**src/rtl/vrb_pkg.sv**
```systemverilog
// Shared types and helpers for the vector register bank.
// Helpers work on a maximal word/mask width so one definition serves every
// instantiation; callers cast their operands in and the result back out.
package vrb_pkg;

  localparam int unsigned VRB_MAX_W     = 256;
  localparam int unsigned VRB_MAX_LANES = 32;

  typedef logic [VRB_MAX_W-1:0]     vrb_word_t;
  typedef logic [VRB_MAX_LANES-1:0] vrb_mask_t;

  typedef enum logic {
    INIT  = 1'b0,
    READY = 1'b1
  } vrb_state_e;

  // Contents loaded into entry idx by the init sequencer.
  function automatic logic [31:0] init_value(input int unsigned idx,
                                             input int unsigned depth,
                                             input logic [31:0]  first_val,
                                             input logic [31:0]  last_val);
    logic [31:0] v;
    v = 32'h0;
    if (idx == 0)
      v = first_val;
    else if (idx == depth - 1)
      v = last_val;
    return v;
  endfunction

  // Lanes whose mask bit is set take new_word, the rest keep old_word.
  function automatic vrb_word_t lane_merge(input vrb_word_t   old_word,
                                           input vrb_word_t   new_word,
                                           input vrb_mask_t   mask,
                                           input int unsigned lane_bits);
    vrb_word_t lane_ones;
    vrb_word_t bit_mask;
    vrb_mask_t m;
    lane_ones = (VRB_MAX_W'(1) << lane_bits) - VRB_MAX_W'(1);
    bit_mask  = '0;
    m         = mask;
    for (int unsigned l = 0; l < VRB_MAX_LANES; l++) begin
      if (m[0])
        bit_mask = bit_mask | (lane_ones << (l * lane_bits));
      m = m >> 1;
    end
    return (new_word & bit_mask) | (old_word & ~bit_mask);
  endfunction

endpackage

```
**src/rtl/vrb_init_seq.sv**
```systemverilog
// Init sequencer: walks CNT over every entry after reset or a clear request.
// Ports:
//   CLK, RST       clock, synchronous active-high reset
//   CLR            restart request, honoured only when READY
//   BUSY           high while the sequence runs
//   INIT_WE        entry INIT_ADDR is to be loaded this cycle
//   INIT_ADDR      entry being loaded
module vrb_init_seq
  import vrb_pkg::*;
#(
  parameter  int unsigned DEPTH = 16,
  localparam int unsigned ABITS = $clog2(DEPTH)
) (
  input  logic             CLK,
  input  logic             RST,
  input  logic             CLR,
  output logic             BUSY,
  output logic             INIT_WE,
  output logic [ABITS-1:0] INIT_ADDR
);

  vrb_state_e       state_q, state_d;
  logic [ABITS-1:0] cnt_q, cnt_d;

  // State register; reset restarts the walk from entry 0.
  always_ff @(posedge CLK) begin
    if (RST) begin
      state_q <= INIT;
      cnt_q   <= '0;
    end else begin
      state_q <= state_d;
      cnt_q   <= cnt_d;
    end
  end

  // Next state; CNT wraps to 0 naturally on the last entry.
  always_comb begin
    state_d = state_q;
    cnt_d   = cnt_q;
    case (state_q)
      INIT: begin
        cnt_d = cnt_q + ABITS'(1);
        if (cnt_q == ABITS'(DEPTH - 1))
          state_d = READY;
      end
      READY: begin
        if (CLR) begin
          state_d = INIT;
          cnt_d   = '0;
        end
      end
      default: begin
        state_d = INIT;
        cnt_d   = '0;
      end
    endcase
  end

  assign BUSY      = (state_q == INIT);
  assign INIT_WE   = (state_q == INIT);
  assign INIT_ADDR = cnt_q;

endmodule

```
**src/rtl/vector_register_bank.sv**
```systemverilog
// Lane-masked vector register bank with two combinational read ports,
// scalar broadcast writes, optional write-to-read bypass and hardware init.
// Ports:
//   CLK, RST          clock, synchronous active-high reset
//   CLR               re-run the init sequence (READY only)
//   WE3, WM, SCALAR   write enable, per-lane mask, lane-0 broadcast
//   A1, A2, A3        read addresses, write address
//   WD3               write data
//   RD1, RD2          read data, zero while BUSY
//   BUSY              init sequence in progress
module vector_register_bank
  import vrb_pkg::*;
#(
  parameter  int unsigned LANES      = 4,
  parameter  int unsigned LANE_BITS  = 8,
  parameter  int unsigned DEPTH      = 16,
  localparam int unsigned ABITS      = $clog2(DEPTH),
  localparam int unsigned W          = LANES * LANE_BITS,
  parameter  logic [31:0] INIT_FIRST = 32'd65536,
  parameter  logic [31:0] INIT_LAST  = 32'd81928,
  parameter  bit          BYPASS     = 1'b1
) (
  input  logic             CLK,
  input  logic             RST,
  input  logic             CLR,
  input  logic             WE3,
  input  logic [LANES-1:0] WM,
  input  logic             SCALAR,
  input  logic [ABITS-1:0] A1,
  input  logic [ABITS-1:0] A2,
  input  logic [ABITS-1:0] A3,
  input  logic [W-1:0]     WD3,
  output logic [W-1:0]     RD1,
  output logic [W-1:0]     RD2,
  output logic             BUSY
);

  logic [W-1:0]     regs [DEPTH];
  logic             init_we;
  logic [ABITS-1:0] init_addr;
  logic [W-1:0]     init_word;
  logic [W-1:0]     wr_val;
  logic [W-1:0]     merged_a3;
  logic             init_wr;
  logic             user_wr;
  logic             fwd_ok;

  vrb_init_seq #(
    .DEPTH (DEPTH)
  ) u_init_seq (
    .CLK       (CLK),
    .RST       (RST),
    .CLR       (CLR),
    .BUSY      (BUSY),
    .INIT_WE   (init_we),
    .INIT_ADDR (init_addr)
  );

  assign init_word = W'(init_value(32'(init_addr), DEPTH, INIT_FIRST, INIT_LAST));

  // Scalar mode replicates lane 0 across the word; the mask picks lanes.
  assign wr_val    = SCALAR ? {LANES{WD3[LANE_BITS-1:0]}} : WD3;
  assign merged_a3 = W'(lane_merge(VRB_MAX_W'(regs[A3]), VRB_MAX_W'(wr_val),
                                   VRB_MAX_LANES'(WM), LANE_BITS));

  // Reset blocks every array write on its edge; CLR drops a READY write.
  assign init_wr = init_we & ~RST;
  assign user_wr = ~RST & ~BUSY & WE3 & ~CLR;

  always_ff @(posedge CLK) begin
    if (init_wr)
      regs[init_addr] <= init_word;
    else if (user_wr)
      regs[A3] <= merged_a3;
  end

  // A write that will commit this edge may be forwarded to the read ports.
  assign fwd_ok = BYPASS & ~BUSY & WE3 & ~CLR;

  // Read ports with bypass and busy gating.
  always_comb begin
    RD1 = regs[A1];
    RD2 = regs[A2];
    if (fwd_ok && (A1 == A3))
      RD1 = W'(lane_merge(VRB_MAX_W'(regs[A1]), VRB_MAX_W'(wr_val),
                          VRB_MAX_LANES'(WM), LANE_BITS));
    if (fwd_ok && (A2 == A3))
      RD2 = W'(lane_merge(VRB_MAX_W'(regs[A2]), VRB_MAX_W'(wr_val),
                          VRB_MAX_LANES'(WM), LANE_BITS));
    if (BUSY) begin
      RD1 = '0;
      RD2 = '0;
    end
  end

endmodule

```
**config.mk**
```make
export PLATFORM = sky130hd
export DESIGN_NAME = vector_register_bank
export DESIGN_NICKNAME = d
export VERILOG_FILES = /design/src/rtl/vrb_pkg.sv /design/src/rtl/vrb_init_seq.sv /design/src/rtl/vector_register_bank.sv
export SDC_FILE = /design/constraint.sdc
export NUM_CORES = 1
export LEC_CHECK = 0
export CORE_MARGIN = 1.5
export CORE_UTILIZATION = 40
export DETAILED_ROUTE_END_ITERATION = 8
export GPL_TIMING_DRIVEN = 0
export HOLD_SLACK_MARGIN = 0.08
export PLACE_DENSITY_LB_ADDON = 0.05
export SETUP_SLACK_MARGIN = 0.05
export SYNTH_ARGS = -nofsm -noshare
export SYNTH_HDL_FRONTEND = slang
export SYNTH_HIERARCHICAL = 1
export SYNTH_SLANG_ARGS = --single-unit
```
**constraint.sdc**
```tcl
create_clock -name CLK -period 10 [get_ports CLK]
set_input_delay 1.5 -clock CLK [delete_from_list [all_inputs] [get_ports CLK]]
set_output_delay 1.5 -clock CLK [all_outputs]
set_load 0.05 [all_outputs]
```
=== Yosys cells after proc, flatten, opt, wreduce, memory -nomap -nowiden ===
Memory sizes are Yosys's and may differ from the RTL's.
Index checks and enable logic that the tools add are counted.
W data, S select, Z words.

* Eq/ne operators: 4
* Mux-type cells: 26
* Add/subtract/negate cells: 1
* Reduce and logical (&&, ||, !) cells: 4
* Bitwise gates (word level): 21

{| class="wikitable"
|+ Operators with widths
! kind !! number
|-
| $mux W32 || 10
|-
| $and A32 B32 Y32 || 6
|-
| $not A32 Y32 || 3
|-
| $or A32 B32 Y32 || 3
|-
| $reduce_or A32 Y1 || 1
|-
| $mux W24 || 1
|-
| $mux W17 || 1
|-
| $mux W16 || 1
|-
| $eq A4 B4 Y1 || 2
|-
| $mux W1 || 8
|-
| $mux W4 || 2
|-
| $mux W8 || 1
|-
| $pmux W4 S2 || 1
|-
| $and A1 B1 Y1 || 6
|-
| $add A4 B1 Y4 const B || 1
|-
| $eq A4 B4 Y1 const B || 1
|-
| $logic_not A4 Y1 || 1
|-
| $not A1 Y1 || 3
|-
| $logic_and A1 B1 Y1 || 2
|-
| $ne A2 B2 Y1 const B || 1
|-
| $pmux W1 S2 || 1
|}

* Bits in registers: 5
* Memory bits (writable): 512
* Bits of input ports: 53
* Output and inout bits: 65
* Memories kept: 1

{| class="wikitable"
|+ Memories
! memory !! words !! bits a word !! read ports !! clocked after memory_dff !! write ports !! line !! text
|-
| regs || 16 || 32 || 3 || 0 || 1 || vector_register_bank.sv:38 || <nowiki>logic [W-1:0] regs [DEPTH];</nowiki>
|}

=== Depth between registers and ports, before layout ===
* Word-level depth: 10
* Mapped depth: 8
* Mapped depth without buffers: 5

=== By module ===
Netlist, hierarchy kept.

{| class="wikitable"
|+ By module, submodules not included
! module !! cells an instance !! area an instance (um^2) !! instances !! sequential area each (um^2)
|-
| vector_register_bank || 1583 || 28992.8 || 1 || 15374.7
|-
| vrb_init_seq || 28 || 242.7 || 1 || 100.1
|}

=== Worst setup path after synthesis ===
OpenSTA, ideal clock, no wires.

* Path kind: input-to-output
* Start: input port A1[2]
* End: output port RD1[11]
* Path buffers: 3
* Arrival time: 3.747 ns
* Stages on the path: 6
* Setup slack: 4.753 ns
* Required time: 8.500 ns
* Path through: buf_2 -> buf_4 -> clkbuf_1 -> mux4_2 -> o22ai_1 -> o32ai_1

* Word-level cells in the longest chain between the ends: 5
* Elaborated cells between the ends (all ways): 7

{| class="wikitable"
|+ RTL lines
! what !! line !! text
|-
| from (decl) || vector_register_bank.sv:29 || <nowiki>input logic [ABITS-1:0] A1,</nowiki>
|-
| $mem_v2 Z16 W32 || - ||
|-
| $and A32 B32 Y32 || vrb_pkg.sv:47 || <nowiki>return (new_word & bit_mask) | (old_word & ~bit_mask);</nowiki>
|-
| $or A32 B32 Y32 || vrb_pkg.sv:47 ||
|-
| $mux W32 (*) || vector_register_bank.sv:84 || <nowiki>if (fwd_ok && (A1 == A3))</nowiki>
|-
| $mux W32 (*) || vector_register_bank.sv:90 || <nowiki>if (BUSY) begin</nowiki>
|-
| to (decl) || vector_register_bank.sv:33 || <nowiki>output logic [W-1:0] RD1,</nowiki>
|}

Every way passes the cells marked *; elsewhere a longest branch is shown, timed or not.

=== Final worst setup path ===
* Start: input port CLR
* End: output port RD1[23]

* Word-level cells in the longest chain between the ends: 5

{| class="wikitable"
|+ RTL lines
! what !! line !! text
|-
| from (decl) || vector_register_bank.sv:25 || <nowiki>input logic CLR,</nowiki>
|-
| $not A1 Y1 || vector_register_bank.sv:78 || <nowiki>assign fwd_ok = BYPASS & ~BUSY & WE3 & ~CLR;</nowiki>
|-
| $and A1 B1 Y1 || vector_register_bank.sv:78 ||
|-
| $logic_and A1 B1 Y1 || vector_register_bank.sv:84 ||
|-
| $mux W32 || vector_register_bank.sv:84 ||
|-
| $mux W32 || vector_register_bank.sv:90 ||
|}

No other way between the ends.

==> qor.txt <==
Yosys top cell by area: edfxtp_1
Peak VDD IR: 0.170 mV
CTS Hold Buffers Added: 0
IO Count: 118
top cells by area, synth: edfxtp_1 53%, mux4_2 29%, mux2i_1 4.2%
Tcrit/Tclk final: 0.739
setup violation total in the final timing report: 0
die footprint: 0.0747 sq mm
Worst Setup EP: RD1[23]
P_int: 4.01 mW
Post-Layout Inst Area: 0.0343 sq mm
Setup Buffers After CTS: 0
#FFs+latches synth: 517
aggregate global routing overflow: 0
Pwr per Cell Area: 156 mW/mm^2
clock buffer depth: 3
Hold Path Class: reg -> reg
outcome: finished with violations
commonest non-fill, non-tap cell in the layout: edfxtp_1
Hold Fails Final Rpt: 0
Worst Setup Path Type: in -> out
Slew @ Worst Pin: 1620 ps
crit start category: input port
Yosys cell types: 64
vias in the first global route: 20300
Root Driver: clkbuf_16
CTS tree: built
Design Power: 5.35 mW
final antenna-violating net count: 0
Slew headroom: -0.0862
failing checks: capacitance limit, slew limit
Die H: 273 um
share of cells above drive strength 1: 0.353
HPWL Detailed: 83800 um
Synth Cell Area: 0.0292 sq mm
# DRC: 0
most frequent cells in the layout: 512 x edfxtp_1, 374 x mux4_2, 123 x mux2i_1
skew final: 22.8 ps
DR vias/cell: 7.29
Layout fillers: 6021
Worst-Skew Late Latency: 640 ps
beginning of the worst hold path: u_init_seq/INIT_ADDR[3]
pre-CTS WS: 2800 ps
syn avg cell area: 18.1 sq um
GPL Wtd Cong: 0.894
Total Wirelength: 127000 um
Post-CTS Resized: 0
RSZ-0062 raised after global routing: false
hold path depth: 2
minimum clock period: 7390 ps
Worst R2R Start: u_init_seq/state_q
flop2flop setup slack: 6320 ps
Non-Filler Instances: 2809
via count: 20500
sw frac: 0.251
Worst R2R End: regs[15][28]
yosys warns: 6
DR iter-0 viols: 3035
PnR worst setup slack: 2610 ps
Static Leak: 11.1 nW
Num Clock Sinks: 517
max-cap violations: 3
Syn Nets: 1665
sum of negative setup slack: 0 ps
Area after DPL: 0.0323 sq mm
initial core utilization: 0.407
crit path from: CLR
Avg WL per Cell: 45.4 um
Post-synth EDFFs: 512
H-tree depth: 2
first-pass GRT wire length: 171000 um
sequential cell area fraction in the yosys report: 0.529
Clk pwr share: 0.429
Core ar.: 0.0719 sq mm
clock slew at reported path FFs: 60 ps
largest net degree at the start of global routing: 17
# placed instances: 2698
WHS: 631 ps
CP Capture Type: output pin
Layout Area Growth over Synthesis: 17.5%
Util after Layout: 0.478
P_sw: 1.34 mW
PortBufs: 105
Worst Path Required: 8500 ps
Rows: 98
Die Wd: 273 um
ys flop type: edfxtp_1
Combinational Power Share: 0.122
Post-synth ARST share: 0
Slew Limit Fails: 31
cells on worst reg2reg path: 6
Pre-antenna DRT Iters: 6
Critical Path Fanout Max: 10
share of the synthesized area in the top cell type: 0.526
total track usage: 0.341
WP data arrival: 5890 ps
Syn Inst Count: 1611
TritonCTS Buffers: 60
nets: 1864
Seq pwr share: 0.449
maximum clock rate: 0.135 GHz
antenna violations before repair: 1
-- state kept, by name, indices dropped and copies added (netlist names) --
| name | flops |
|---|---|
| regs | 512 |
| u_init_seq/INIT_ADDR | 4 |
| u_init_seq/state_q | 1 |
-- worst min-delay path by stage --
stage | slack, ps | to
after floorplan | 540 | u_init_seq/INIT_ADDR[3]
after global placement | 600 | u_init_seq/state_q
after detailed placement | 610 | u_init_seq/INIT_ADDR[3]
after CTS | 620 | u_init_seq/INIT_ADDR[3]
after global routing | 680 | u_init_seq/INIT_ADDR[3]
final | 630 | u_init_seq/INIT_ADDR[3]
-- metal layers --
layer | global-route usage | part of all wire
met2 | 0.514 | 0.45
met5 | 0 | 0
met4 | 0.147 | 0.045
met1 | 0.460 | 0.37
met3 | 0.102 | 0.13
-- critical path, stage by stage --
cell and delay, ps:
clkdlybuf4s50_1 560, or3b_4 500, nor2_1 150, clkbuf_1 670, nand3_1 800, o22ai_1 780
clkdlybuf4s50_1 930
-- power by group through the flow --
stage | clock network, mW | registers (mW) | logic, mW
after floorplan | 0 | 2.44 | 0.383
after global placement | 0 | 2.45 | 0.615
after detailed placement | 0 | 2.45 | 0.634
after CTS | 2.31 | 2.40 | 0.636
after global routing | 2.38 | 2.40 | 0.662
final | 2.29 | 2.40 | 0.651
-- synthesized netlist by cell type (10+ instances only) --
library cell / instances
a21oi_1: 21
a31oi_1: 14
a211oi_1: 26
a22o_1: 21
nand3_1: 10
a22oi_1: 44
nand2_1: 16
edfxtp_1: 512
clkbuf_1: 46
o21a_1: 14
nand2b_1: 14
buf_2: 61
mux4_2: 374
mux2i_1: 123
o22ai_1: 62
nor2_1: 45
buf_4: 29
mux2_2: 25
mux4_1: 10
nor2b_1: 18
o32ai_1: 12
-- kinds of logic after synthesis --
group,Yosys count,synth area share
multiplexers,532,0.349
buffers and inverters,157,0.0283
flip-flops,517,0.529
AO/OA/AOI/OAI,258,0.0654
XOR/XNOR,8,0.00240
AND/OR/NAND/NOR,138,0.0254
adder cells (fa/ha/maj),1,0.000428
-- final cells by class --
cell class                      count  area (sq um)  area share
Multi-Input combinational cell    937         13100       0.380
Tap cell                          950          1190      0.0346
Timing Repair Buffer              137          1780      0.0519
Clock inverter                     44           464      0.0135
Buffer                            150           803      0.0234
Inverter                            7          26.3    0.000765
Antenna cell                        1          2.50   0.0000729
Clock buffer                       66          1550      0.0450
Sequential cell                   517         15500       0.451
(Power assumes the default switching activity.)
